$ cat config.mk
export PLATFORM = sky130hd
export DESIGN_NAME = cmp_result_debounce
export DESIGN_NICKNAME = d
export VERILOG_FILES = /design/src/rtl/cmp_result_debounce.sv
export SDC_FILE = /design/constraint.sdc
export NUM_CORES = 1
export LEC_CHECK = 0
export BUFFER_PORTS_ARGS = -buffer_cell sky130_fd_sc_hd__buf_2
export CAP_MARGIN = 20
export CORE_MARGIN = 3
export CORE_UTILIZATION = 50
export DETAILED_ROUTE_END_ITERATION = 10
export PLACE_DENSITY = 0.8
export RECOVER_POWER = 50
export SETUP_SLACK_MARGIN = 0.2
export SYNTH_ARGS = -nofsm -noshare
export SYNTH_HDL_FRONTEND = slang
export SYNTH_SLANG_ARGS = --single-unit
export TNS_END_PERCENT = 50
$ cat constraint.sdc
create_clock -name clk -period 3 [get_ports clk]
set_clock_uncertainty 0.2 [all_clocks]
set_input_delay 0.6 -clock clk [delete_from_list [all_inputs] [get_ports clk]]
set_output_delay 0.6 -clock clk [all_outputs]
set_load 0.005 [all_outputs]
$ cat src/rtl/cmp_result_debounce.sv
// Debounce filter for the 4-bit magnitude comparator's one-hot relation flags.
// A new relation is committed only after HOLD consecutive agreeing valid samples;
// it also tracks GT<->LT crossings and flags malformed (non one-hot) samples.
module cmp_result_debounce #(
   parameter int unsigned HOLD  = 3,
   parameter int unsigned CNT_W = 8
) (
   input  logic             clk,
   input  logic             rst_n,
   input  logic             clear,
   input  logic             sample_valid,
   input  logic             A_eq_B,
   input  logic             A_gt_B,
   input  logic             A_lt_B,
   output logic             rel_eq,
   output logic             rel_gt,
   output logic             rel_lt,
   output logic             rel_valid,
   output logic             rel_change,
   output logic [CNT_W-1:0] cross_count,
   output logic             onehot_err
);

   // RelNone doubles as INIT for the committed relation and NONE for the candidate
   typedef enum logic [1:0] {
      RelNone = 2'd0,
      RelEq   = 2'd1,
      RelGt   = 2'd2,
      RelLt   = 2'd3
   } rel_e;

   localparam logic [3:0]       HoldCnt  = 4'(HOLD);
   localparam logic [CNT_W-1:0] CrossMax = '1;

   rel_e             r_comm, w_comm_d;
   rel_e             r_cand, w_cand_d;
   logic [3:0]       r_run, w_run_d;
   logic             r_valid, w_valid_d;
   logic             r_change, w_change_d;
   logic [CNT_W-1:0] r_cross, w_cross_d;
   logic             r_err, w_err_d;

   rel_e             w_rel;
   logic             w_onehot;
   logic             w_commit;
   logic [3:0]       w_run_inc;

   assign w_run_inc = r_run + 4'd1;

   // Decode the comparator flags; anything other than exactly one set is malformed
   always_comb begin
      w_rel    = RelNone;
      w_onehot = 1'b0;
      case ({A_eq_B, A_gt_B, A_lt_B})
         3'b100:  begin w_rel = RelEq; w_onehot = 1'b1; end
         3'b010:  begin w_rel = RelGt; w_onehot = 1'b1; end
         3'b001:  begin w_rel = RelLt; w_onehot = 1'b1; end
         default: ;
      endcase
   end

   // Next-state: run tracking, commit, crossing count and sticky error
   always_comb begin
      w_comm_d   = r_comm;
      w_cand_d   = r_cand;
      w_run_d    = r_run;
      w_valid_d  = r_valid;
      w_change_d = 1'b0;
      w_cross_d  = r_cross;
      w_err_d    = r_err;
      w_commit   = 1'b0;

      if (clear) begin
         w_comm_d  = RelNone;
         w_cand_d  = RelNone;
         w_run_d   = 4'd0;
         w_valid_d = 1'b0;
         w_cross_d = '0;
         w_err_d   = 1'b0;
      end else if (sample_valid) begin
         if (!w_onehot) begin
            w_err_d = 1'b1;
         end else if (w_rel == r_comm) begin
            // Agreement with what is already committed cancels any pending change
            w_cand_d = RelNone;
            w_run_d  = 4'd0;
         end else if (w_rel == r_cand) begin
            if (w_run_inc >= HoldCnt) begin
               w_commit = 1'b1;
            end else begin
               w_run_d = w_run_inc;
            end
         end else if (HoldCnt == 4'd1) begin
            w_commit = 1'b1;
         end else begin
            w_cand_d = w_rel;
            w_run_d  = 4'd1;
         end

         if (w_commit) begin
            w_comm_d   = w_rel;
            w_cand_d   = RelNone;
            w_run_d    = 4'd0;
            w_valid_d  = 1'b1;
            w_change_d = 1'b1;
            if (((r_comm == RelGt) && (w_rel == RelLt)) ||
                ((r_comm == RelLt) && (w_rel == RelGt))) begin
               if (r_cross != CrossMax) begin
                  w_cross_d = r_cross + 1'b1;
               end
            end
         end
      end
   end

   // State registers with asynchronous reset
   always_ff @(posedge clk or negedge rst_n) begin
      if (!rst_n) begin
         r_comm   <= RelNone;
         r_cand   <= RelNone;
         r_run    <= 4'd0;
         r_valid  <= 1'b0;
         r_change <= 1'b0;
         r_cross  <= '0;
         r_err    <= 1'b0;
      end else begin
         r_comm   <= w_comm_d;
         r_cand   <= w_cand_d;
         r_run    <= w_run_d;
         r_valid  <= w_valid_d;
         r_change <= w_change_d;
         r_cross  <= w_cross_d;
         r_err    <= w_err_d;
      end
   end

   assign rel_eq      = (r_comm == RelEq);
   assign rel_gt      = (r_comm == RelGt);
   assign rel_lt      = (r_comm == RelLt);
   assign rel_valid   = r_valid;
   assign rel_change  = r_change;
   assign cross_count = r_cross;
   assign onehot_err  = r_err;

endmodule

# Yosys cells after proc, flatten, opt, wreduce, memory -nomap -nowiden
# Index checks and enable logic that the tools add are counted.
op_classes:
  n_reduce_logical: 14
  n_addsub: 2
  n_lt_le_gt_ge: 1
  mux: 38
  eq_ne: 14
ops:
  columns: ["op", "count"]
  rows:
  - ["$mux W8", 5]
  - ["$mux W4", 7]
  - ["$mux W2", 9]
  - ["$mux W1", 16]
  - ["$add A8 B1 Y8 const B", 1]
  - ["$eq A2 B2 Y1 const B", 4]
  - ["$ne A8 B8 Y1 const B", 1]
  - ["$reduce_bool A2 Y1", 4]
  - ["$pmux W2 S3", 1]
  - ["$reduce_and A3 Y1", 2]
  - ["$ne A5 B4 Y1 const B", 1]
  - ["$add A4 B1 Y4 const B", 1]
  - ["$eq A2 B2 Y1", 2]
  - ["$ge A4 B2 Y1 const B", 1]
  - ["$ne A4 B3 Y1 const B", 1]
  - ["$reduce_and A2 Y1", 2]
  - ["$reduce_and A4 Y1", 1]
  - ["$eq A3 B1 Y1 const B", 1]
  - ["$eq A3 B2 Y1 const B", 1]
  - ["$eq A3 B3 Y1 const B", 1]
  - ["$reduce_bool A3 Y1", 1]
  - ["$reduce_or A3 Y1", 1]
  - ["$eq A2 B1 Y1 const B", 1]
  - ["$logic_and A1 B1 Y1", 2]
  - ["2 further kinds", 2]
word_totals:
  out_inout_bits: 14
  input_bits: 7
  register_bits: 19
  wordCells: 76

# Logic depth before layout (Yosys ltp)
# Gate-level depths: netlist (run 1).
logic_depth:
  word_depth: 11
  mapped_depth: 8
  mapped_depth_nobuf: 7

# Worst setup path after synthesis (run 1)
# OpenSTA, ideal clock, no wires.
synth_path:
  path_type: "in2reg"
  startpoint: "in A_eq_B"
  endpoint: "reg r_cross[6], in the netlist cross_count[6]"
  required_ns: 2.722
  slack_ns: 0.335
  t_arrival_ns: 2.387
  setup_ns: 0.078
  n_path_buf: 2
  stages: 8
  path_cell_list: "buf_2 -> or4_1 -> o311a_1 -> o32ai_4 -> nand3_2 -> buf_6 -> or4_1 -> a21oi_1"
synth_via:
  elab_chain_len: 10
  word_cells_on_any_way: 21
  cone_classes: "eq/ne (7); mux (7); reduce/logical (7)"
synth_lines:
  columns: ["item", "line_no", "rtl"]
  rows:
  - ["from (decl)", "12", "input logic A_eq_B,"]
  - ["$eq A3 B1 Y1, or another cell as far along", "54", "case ({A_eq_B, A_gt_B, A_lt_B})"]
  - ["$pmux W2 S3", "54", null]
  - ["$eq A2 B2 Y1", "87", "end else if (w_rel == r_cand) begin"]
  - ["$mux W1", "87", null]
  - ["$mux W1", "83", "end else if (w_rel == r_comm) begin"]
  - ["$mux W1", "81", "if (!w_onehot) begin"]
  - ["$mux W1", "80", "end else if (sample_valid) begin"]
  - ["$mux W1", "73", "if (clear) begin"]
  - ["$reduce_bool A2 Y1 (no line)", null, null]
  - ["$reduce_and A4 Y1 (no line) (*)", null, null]
  - ["to (signal assigned)", "132", "r_cross <= w_cross_d;"]
  - ["to (decl)", "40", "logic [CNT_W-1:0] r_cross, w_cross_d;"]
# Mark *: on every way between the ends. The rest lies on a longest branch, timed or not. The select of a mux whose other input is x is not followed.
# A chain may end at the register's enable or synchronous reset.

# Worst setup path after layout (run 1)
layout_path:
  startpoint: "in A_gt_B"
  endpoint: "reg r_cross[6], in the netlist cross_count[6]"
layout_via:
  elab_chain_len: 10
  word_cells_on_any_way: 21
  cone_classes: "eq/ne (7); mux (7); reduce/logical (7)"
layout_lines:
  columns: ["item", "line_no", "rtl"]
  rows:
  - ["from (decl)", "13", "input logic A_gt_B,"]
  - ["$eq A3 B1 Y1, or another cell as far along", "54", null]
  - ["$pmux W2 S3", "54", null]
  - ["$eq A2 B2 Y1", "87", null]
  - ["$mux W1", "87", null]
  - ["$mux W1", "83", null]
  - ["$mux W1", "81", null]
  - ["$mux W1", "80", null]
  - ["$mux W1", "73", null]
  - ["$reduce_bool A2 Y1 (no line)", null, null]
  - ["$reduce_and A4 Y1 (no line) (*)", null, null]
# Marked as above.

==> impl_summary.txt, run 1 <==
----------------------------------------------------
[Synthesis]
  Cell with the most instances after synthesis ... dfrtp_1
  Top cells by instance count after synthesis ... dfrtp_1 (19), a21oi_1 (11), nor2_1 (11), nand2_1 (9), inv_1 (8)
  Avg Cell Area, Syn ... 9.12 um^2
  Number of instances in the synthesized netlist ... about 140
  Synth warnings ... 0
  Syn Nets ... 146
  Largest cells by area after synthesis ... dfrtp_1 (38%), a21oi_1 (4.4%), nor2_1 (3.3%)
  Share of synthesized flip-flops with an asynchronous set or reset ... 100%
  Part of the Yosys area used for sequential elements ... 38.3%
  Count of state elements after synthesis ... 19
  Primary FF master, synth ... dfrtp_1
  Library cell with the largest summed area after synthesis ... dfrtp_1
  Post-Syn Area ... ~0.0012 mm^2
  Area fraction of the dominant cell type after synthesis ... 38.3%
  Number of enable-type register cells in the synthesized netlist ... 0
  Unique cell type count in the Yosys netlist ... 45

[Setup path]
  Startpoint of the worst register-to-register path ... r_cand[0]
  Arrival time of data at the critical path endpoint ... about 2.7 ns
  Top fanout value on the critical path ... 14
  Kind of critical path ... in -> reg
  Reg2reg path depth ... 6
  Data required time at the worst endpoint ... 3.02 ns
  Worst setup SP type ... input pin
  Endpoint type of the worst setup path ... flop
  Minimum setup slack among reg-to-reg paths ... between 0.5 and 0.6 ns
  R2r endpoint ... cross_count[6]

[Run status]
  Result of the run ... complete, no violations

[Placement]
  Pre-CTS setup slack ... 0.151 ns
  Total half-perimeter wirelength after legalization and detailed placement ... between 2 and 2.5 mm
  GPL Wtd Cong ... 0.870
  Number of input and output port buffers inserted ... 20

[CTS]
  Number of H-tree levels ... 1
  Clock transition at the registers of the reported paths ... 0.11 ns
  Count of cells resized by post-cts repair ... 0
  Number of setup buffers added after CTS ... 0
  Hold_buf cts ... 0
  Clock sink count ... 19
  Number of buffers between clock root and the deepest sink ... 2
  Clk_lat worst skew ... between 0.2 and 0.3 ns
  CTS tree ... done
  Clk Tree Root Cell ... clkbuf_4
  Number of buffers created by CTS ... 3

[Route]
  DRC marker count from the first detailed-route iteration ... 40
  Total number of vias ... between 1000 and 1500
  Pre-Repair DR Iteration Count ... 4
  Average vias per placed instance ... 6.25
  Total routed wirelength ... about 2.8 mm
  DRC errors left ... 0
  Post-DRT Antenna Nets ... 0
  Average detailed-routed wire length per instance ... ~15 um

[Floorplan]
  Core region area ... 0.00228 mm^2
  Die Span X ... around 56 um
  Number of standard-cell rows in the floorplan ... 17
  I/O pin count ... 21
  Die extent in y ... ~56 um
  Area enclosed by the die boundary ... 0.00311 mm^2
  Initial core utilization ... 54.5%

[Pwr]
  Internal power contribution ... between 300 and 400 uW
  Seq pwr share ... 57.1%
  Final total power ... approximately 460 uW
  Leak Pwr ... approximately 0.0006 uW
  Sw Ratio ... approximately 27%
  Power density over cell area ... 334 mW/mm^2
  Net load switching power ... approximately 120 uW
  Part of the power in the clock network ... roughly 29%
  Combinational share of power ... approximately 14%
  IR drop worst, VDD ... approximately 0.23 mV

[STA]
  Final hold violation count ... 0
  Setup-failing EPs final ... 0
  Maximum clock frequency ... roughly 0.38 GHz
  Slew Viols, Final ... 0
  Actual transition at the worst max-transition pin ... between 1 and 1.5 ns
  Max_slew headroom ... 33.2%
  PnR worst setup slack ... 0.342 ns
  Min Tclk post-route ... between 2 and 3 ns
  Final critical-path share of the clock period ... between 80 and 90%
  Tightest hold margin ... around 0.23 ns
  RSZ-0062 raised after global routing ... false
  Post-route setup TNS ... 0 ns

[Layout]
  Number of nets at the end of the flow ... approximately 170
  Fill cells ... 197
  Diodes inserted ... 0
  Area growth from synthesis to final layout ... 10.7%
  Share of layout cells above drive strength 1 ... 16.1%

[Job]
  Max-capacitance violation count ... 0

[Hold path]
  Type of the tightest min-delay check ... in -> async

[Global routing]
  Global Route Usage Sum ... between 10% and 20%
  Initial antenna violation count ... 0
  Maximum number of pins on one net before global-route repair ... 20
  Global-route wire length before repair ... 4.76 mm
  Number of global-route vias before repair ... between 1000 and 1500
  GRT overflow ... 0

----------------------------------------------------
==> layout make-up <==
class / count / area, um^2 / area share, %
clock buffer: 4 / 26.3 / 1.91
timing repair buffer: 22 / 108 / 7.84
sequential: 19 / 475 / 34.6
tap: 28 / 35.0 / 2.55
multi-input combinational: 102 / 698 / 50.9
inverter: 8 / 30.0 / 2.19
==> registers in the layout, indices dropped and copies added, names as in the netlist <==
name         cells
r_cand           2
onehot_err       1
cross_count      8
rel_change       1
rel_valid        1
r_run            4
r_comm           2
==> power groups by stage <==
stage / registers [uW] / clock network, uW / logic (uW)
final: 261 / 131 / 65.6
after global routing: 262 / 146 / 72.8
after CTS: 261 / 133 / 66.5
after detailed placement: 266 / 0 / 66.0
after global placement: 266 / 0 / 63.9
after floorplan: 266 / 0 / 46.0
==> cell usage in the layout, fill, tap and decap left out, types with 3 or more instances in the layout <==
master,count
a21oi_1,11
and2_1,4
buf_2,17
clkbuf_1,5
clkbuf_4,3
dfrtp_1,19
ha_1,3
inv_1,8
nand2_1,9
nand2b_1,3
nand3_1,6
nand3b_1,3
nor2_1,11
o21ai_1,3
o22ai_1,3
o31ai_1,4
or4_1,5
==> per-stage QoR <==
step | instance area (um^2) | std cells | util [%]
4_1_cts | 1380 | 183 | 60.6
2_1_floorplan | 1240 | 136 | -
3_3_place_gp | 1350 | 179 | 59.5
3_5_place_dp | 1350 | 179 | 59.5
6_report | 1370 | 183 | 60.3
5_1_grt | 1370 | 183 | 60.3
==> metal layers <==
| layer | global-route usage [%] | vias to the layer above | routed length (um) |
|---|---|---|---|
| met4 | 4.51 | 0 | 12 |
| li1 | - | 547 | - |
| met3 | 1.86 | 2 | 107 |
| met1 | 24.4 | 560 | 1280 |
| met2 | 32.4 | 35 | 1370 |
| met5 | 0 | - | 0 |
==> critical path, stage by stage <==
cell      delay [ns]
buf_2           0.08
clkbuf_1        0.43
o21ai_1         0.19
a22o_4          0.26
o32ai_4         0.22
nand3_2         0.18
or4_1           0.53
a21oi_1         0.17
==> how the worst max path moves through the flow <==
stage / start / end / slack (ns)
2_1_floorplan: A_eq_B / cross_count[6] / 0.33
3_3_place_gp: A_lt_B / cross_count[4] / 0.22
3_5_place_dp: A_eq_B / cross_count[4] / 0.15
4_1_cts: A_eq_B / cross_count[6] / 0.45
5_1_grt: A_gt_B / cross_count[6] / 0.22
6_report: A_gt_B / cross_count[6] / 0.34
==> cells by family after synthesis <==
family / synth area share [%]
compound gates: 21.9
xor+xnor: 2.12
fa+ha+maj: 3.03
buf+inv: 5.35
flops: 38.3
mux: 1.61
simple gates: 27.6
(Power assumes the default switching activity.)
==> run 2: changes to the inputs <==
- ABC_AREA: unset -> 1
- CTS_CLUSTER_DIAMETER: unset -> 40
- REMOVE_ABC_BUFFERS: unset -> 1
==> impl_summary.txt, run 2 <==
----------------------------------------------------
[Run status]
  Result of the run ... complete, no violations

[Route]
  Average vias per placed instance ... 5.11 (-18%)
  Total number of vias ... 1226 (+7.2%)
  Pre-Repair DR Iteration Count ... 4 (unchanged)
  Total routed wirelength ... 2.84 mm (+2.5%)
  Post-DRT Antenna Nets ... 0 (unchanged)
  DRC marker count from the first detailed-route iteration ... 50 (+25%)
  DRC errors left ... 0 (unchanged)
  Average detailed-routed wire length per instance ... 11.8 um (-22%)

[Pwr]
  Internal power contribution ... 337 uW (+0.66%)
  Leak Pwr ... 0.000813 uW (+34%)
  IR drop worst, VDD ... 0.258 mV (+10%)
  Power density over cell area ... 319 mW/mm^2 (-4.3%)
  Combinational share of power ... 17.5% (+3.2 points)
  Sw Ratio ... 29.2% (+2.4 points)
  Part of the power in the clock network ... 26.5% (-2.1 points)
  Net load switching power ... 139 uW (+14%)
  Seq pwr share ... 56.1% (-1.0 points)
  Final total power ... 477 uW (+4.1%)

[CTS]
  Clock sink count ... 19 (unchanged)
  Number of H-tree levels ... 1 (unchanged)
  Clock transition at the registers of the reported paths ... 0.10 ns (about the same)
  Number of buffers between clock root and the deepest sink ... 2 (unchanged)
  Hold_buf cts ... 0 (unchanged)
  Number of buffers created by CTS ... 3 (unchanged)
  Number of setup buffers added after CTS ... 0 (unchanged)
  Clk_lat worst skew ... 0.29 ns (about the same)
  Clk Tree Root Cell ... clkbuf_4
  CTS tree ... done
  Count of cells resized by post-cts repair ... 0 (unchanged)

[Synthesis]
  Share of synthesized flip-flops with an asynchronous set or reset ... 100% (unchanged)
  Top cells by instance count after synthesis ... nand2_1 (46), inv_1 (26), nand3_1 (26), nor2_1 (22), dfrtp_1 (19)
  Primary FF master, synth ... dfrtp_1
  Avg Cell Area, Syn ... 7.20 um^2 (-21%)
  Area fraction of the dominant cell type after synthesis ... 35.1% (-3.2 points)
  Cell with the most instances after synthesis ... nand2_1
  Number of enable-type register cells in the synthesized netlist ... 0 (unchanged)
  Synth warnings ... 0 (unchanged)
  Library cell with the largest summed area after synthesis ... dfrtp_1
  Number of instances in the synthesized netlist ... 188 (+38%)
  Post-Syn Area ... 0.00135 mm^2 (+9.2%)
  Count of state elements after synthesis ... 19 (unchanged)
  Largest cells by area after synthesis ... dfrtp_1 (35%), nand2_1 (13%), nand3_1 (9.6%)
  Unique cell type count in the Yosys netlist ... 24 (-47%)
  Part of the Yosys area used for sequential elements ... 35.1% (-3.2 points)

[STA]
  Post-route setup TNS ... 0 ns (unchanged)
  Maximum clock frequency ... 0.518 GHz (+38%)
  Slew Viols, Final ... 0 (unchanged)
  Max_slew headroom ... 33.2% (-0.070 points)
  Final hold violation count ... 0 (unchanged)
  Min Tclk post-route ... 1.93 ns (-0.729 ns)
  Final critical-path share of the clock period ... 64.3% (-24 points)
  RSZ-0062 raised after global routing ... false
  Setup-failing EPs final ... 0 (unchanged)
  Actual transition at the worst max-transition pin ... 1.00 ns (+0.00105 ns)

[Global routing]
  GR met3 Demand/Resource ... 2.00% (+0.15 points)
  Number of global-route vias before repair ... 1084 (+3.0%)
  Met1 demand-to-capacity share in global routing ... 25.7% (+1.3 points)
  Gr busiest metal ... met2
  Met2 usage ... 30.2% (-2.3 points)
  GRT overflow ... 0 (unchanged)
  Global Route Usage Sum ... 18.6% (+0.11 points)
  Initial antenna violation count ... 0 (unchanged)
  Global-route wire length before repair ... 4.86 mm (+2.2%)
  Maximum number of pins on one net before global-route repair ... 20 (unchanged)

[Layout]
  Largest register FFs ... 8 (unchanged)
  Most frequent cells in the layout ... nand2_1 (47), nand3_1 (27), inv_1 (26), nor2_1 (22), dfrtp_1 (19)
  Fill cells ... 259 (+31%)
  Non-filler cells, final ... 240 (+31%)
  Area growth from synthesis to final layout ... 10.3%
  Number of nets at the end of the flow ... 221 (+33%)
  Most common library cell in the layout ignoring fill and taps ... nand2_1
  Share of layout cells above drive strength 1 ... 20.0% (+3.9 points)
  Layout Utilization ... 59.2% (-1.1 points)
  Diodes inserted ... 0 (unchanged)
  Final non-filler cell area ... 0.00149 mm^2 (+8.8%)

[Setup path]
  Kind of critical path ... in -> reg
  Data required time at the worst endpoint ... 2.99 ns (-0.03 ns)
  Arrival time of data at the critical path endpoint ... 1.92 ns (-0.76 ns)
  Worst setup SP type ... input pin
  Endpoint type of the worst setup path ... flop
  Top fanout value on the critical path ... 5 (-9)

[Floorplan]
  Area enclosed by the die boundary ... 0.00337 mm^2 (+8.2%)
  Initial core utilization ... 53.7% (-0.81 points)
  Core region area ... 0.00252 mm^2 (+11%)
  Die extent in y ... 58.0 um (+4.0%)
  Number of standard-cell rows in the floorplan ... 18 (+1)
  Die Span X ... 58.0 um (+4.0%)
  I/O pin count ... 21 (unchanged)

[Placement]
  Placed Area ... 0.00148 mm^2 (+9.6%)
  GPL Wtd Cong ... 0.898 (+3.3%)
  Total half-perimeter wirelength after legalization and detailed placement ... 2.25 mm (+12%)
  Number of input and output port buffers inserted ... 20 (unchanged)
  Cells after DPL ... 236 (+32%)

[Hold path]
  Type of the tightest min-delay check ... in -> async

[Job]
  Max-capacitance violation count ... 0 (unchanged)

----------------------------------------------------
[run 2: cell count changes after synthesis, moves of 4 or more]
cell / previous run / this run
nor2_1: 11 / 22
a21oi_1: 11 / 4
nand4_1: 2 / 6
inv_1: 8 / 26
nand3_1: 6 / 26
or4_1: 5 / 0
o31ai_1: 4 / 0
nand2_2: 0 / 10
and2_1: 4 / 0
nand2_1: 9 / 46
[run 2: power groups by stage]
stage | registers (uW) | logic (uW) | clock network [uW]
4_1_cts | 267 | 86.6 | 133
2_1_floorplan | 271 | 56.9 | 0
5_1_grt | 269 | 94.1 | 141
6_report | 267 | 83.2 | 126
3_3_place_gp | 272 | 85.2 | 0
3_5_place_dp | 272 | 86.2 | 0
[run 2: metrics by stage]
step	setup slack (ns)	hold WS [ns]
after floorplan	1.14	0.104
after global placement	0.899	0.287
after detailed placement	0.853	0.308
after CTS	1.12	0.0324
after global routing	0.903	0.332
final	1.07	0.240
[run 2: cell type report]
type	instances	area, um^2	share of cell area [%]
tap	30	37.5	2.51
multi-input combinational	139	751	50.3
timing repair buffer	20	97.6	6.54
clock buffer	4	26.3	1.76
sequential	19	475	31.9
inverter	28	105	7.04
[run 2: worst max-delay path: stages]
cell and delay [ns]:
clkbuf_1 0.13, inv_1 0.08, nand2_1 0.11, nand3_1 0.16, nand2_1 0.18, inv_1 0.11
a21oi_4 0.15, nand2_1 0.10, nand2_1 0.10, nand2_1 0.07, nand2_1 0.06, nand2_1 0.06
[run 2: metal layers]
metal / wire length, um / part of all wire, % / vias up
li1: - / - / 646
met1: 1350 / 47 / 546
met2: 1320 / 46 / 29
met3: 128 / 4.5 / 5
met4: 45 / 1.6 / 0
met5: 0 / 0 / -
[run 2: final timing paths]
kind	start	endpoint	slack, ns	depth (start not counted)
max	A_eq_B	r_cand[0]	1.07	12
min	rst_n	r_run[2]	0.24	1
max reg2reg	r_run[1]	cross_count[6]	1.20	9
min reg2reg	rel_valid	rel_valid	0.32	2
max in group asynchronous	rst_n	cross_count[5]	1.76	1
min in group clk	rel_valid	rel_valid	0.32	2
[run 2: cells by family (layout without fill, tap and decap cells)]
| group | count (synthesis) | after routing | share of synthesized area [%] |
|---|---|---|---|
| AOI/OAI and AO/OA | 9 | 9 | 4.44 |
| buffers and inverters | 30 | 52 | 8.32 |
| adders and majority gates | 3 | 3 | 2.77 |
| xor gates and xnor gates | 5 | 5 | 3.23 |
| and+or+nand+nor | 122 | 122 | 46.1 |
| DFF | 19 | 19 | 35.1 |
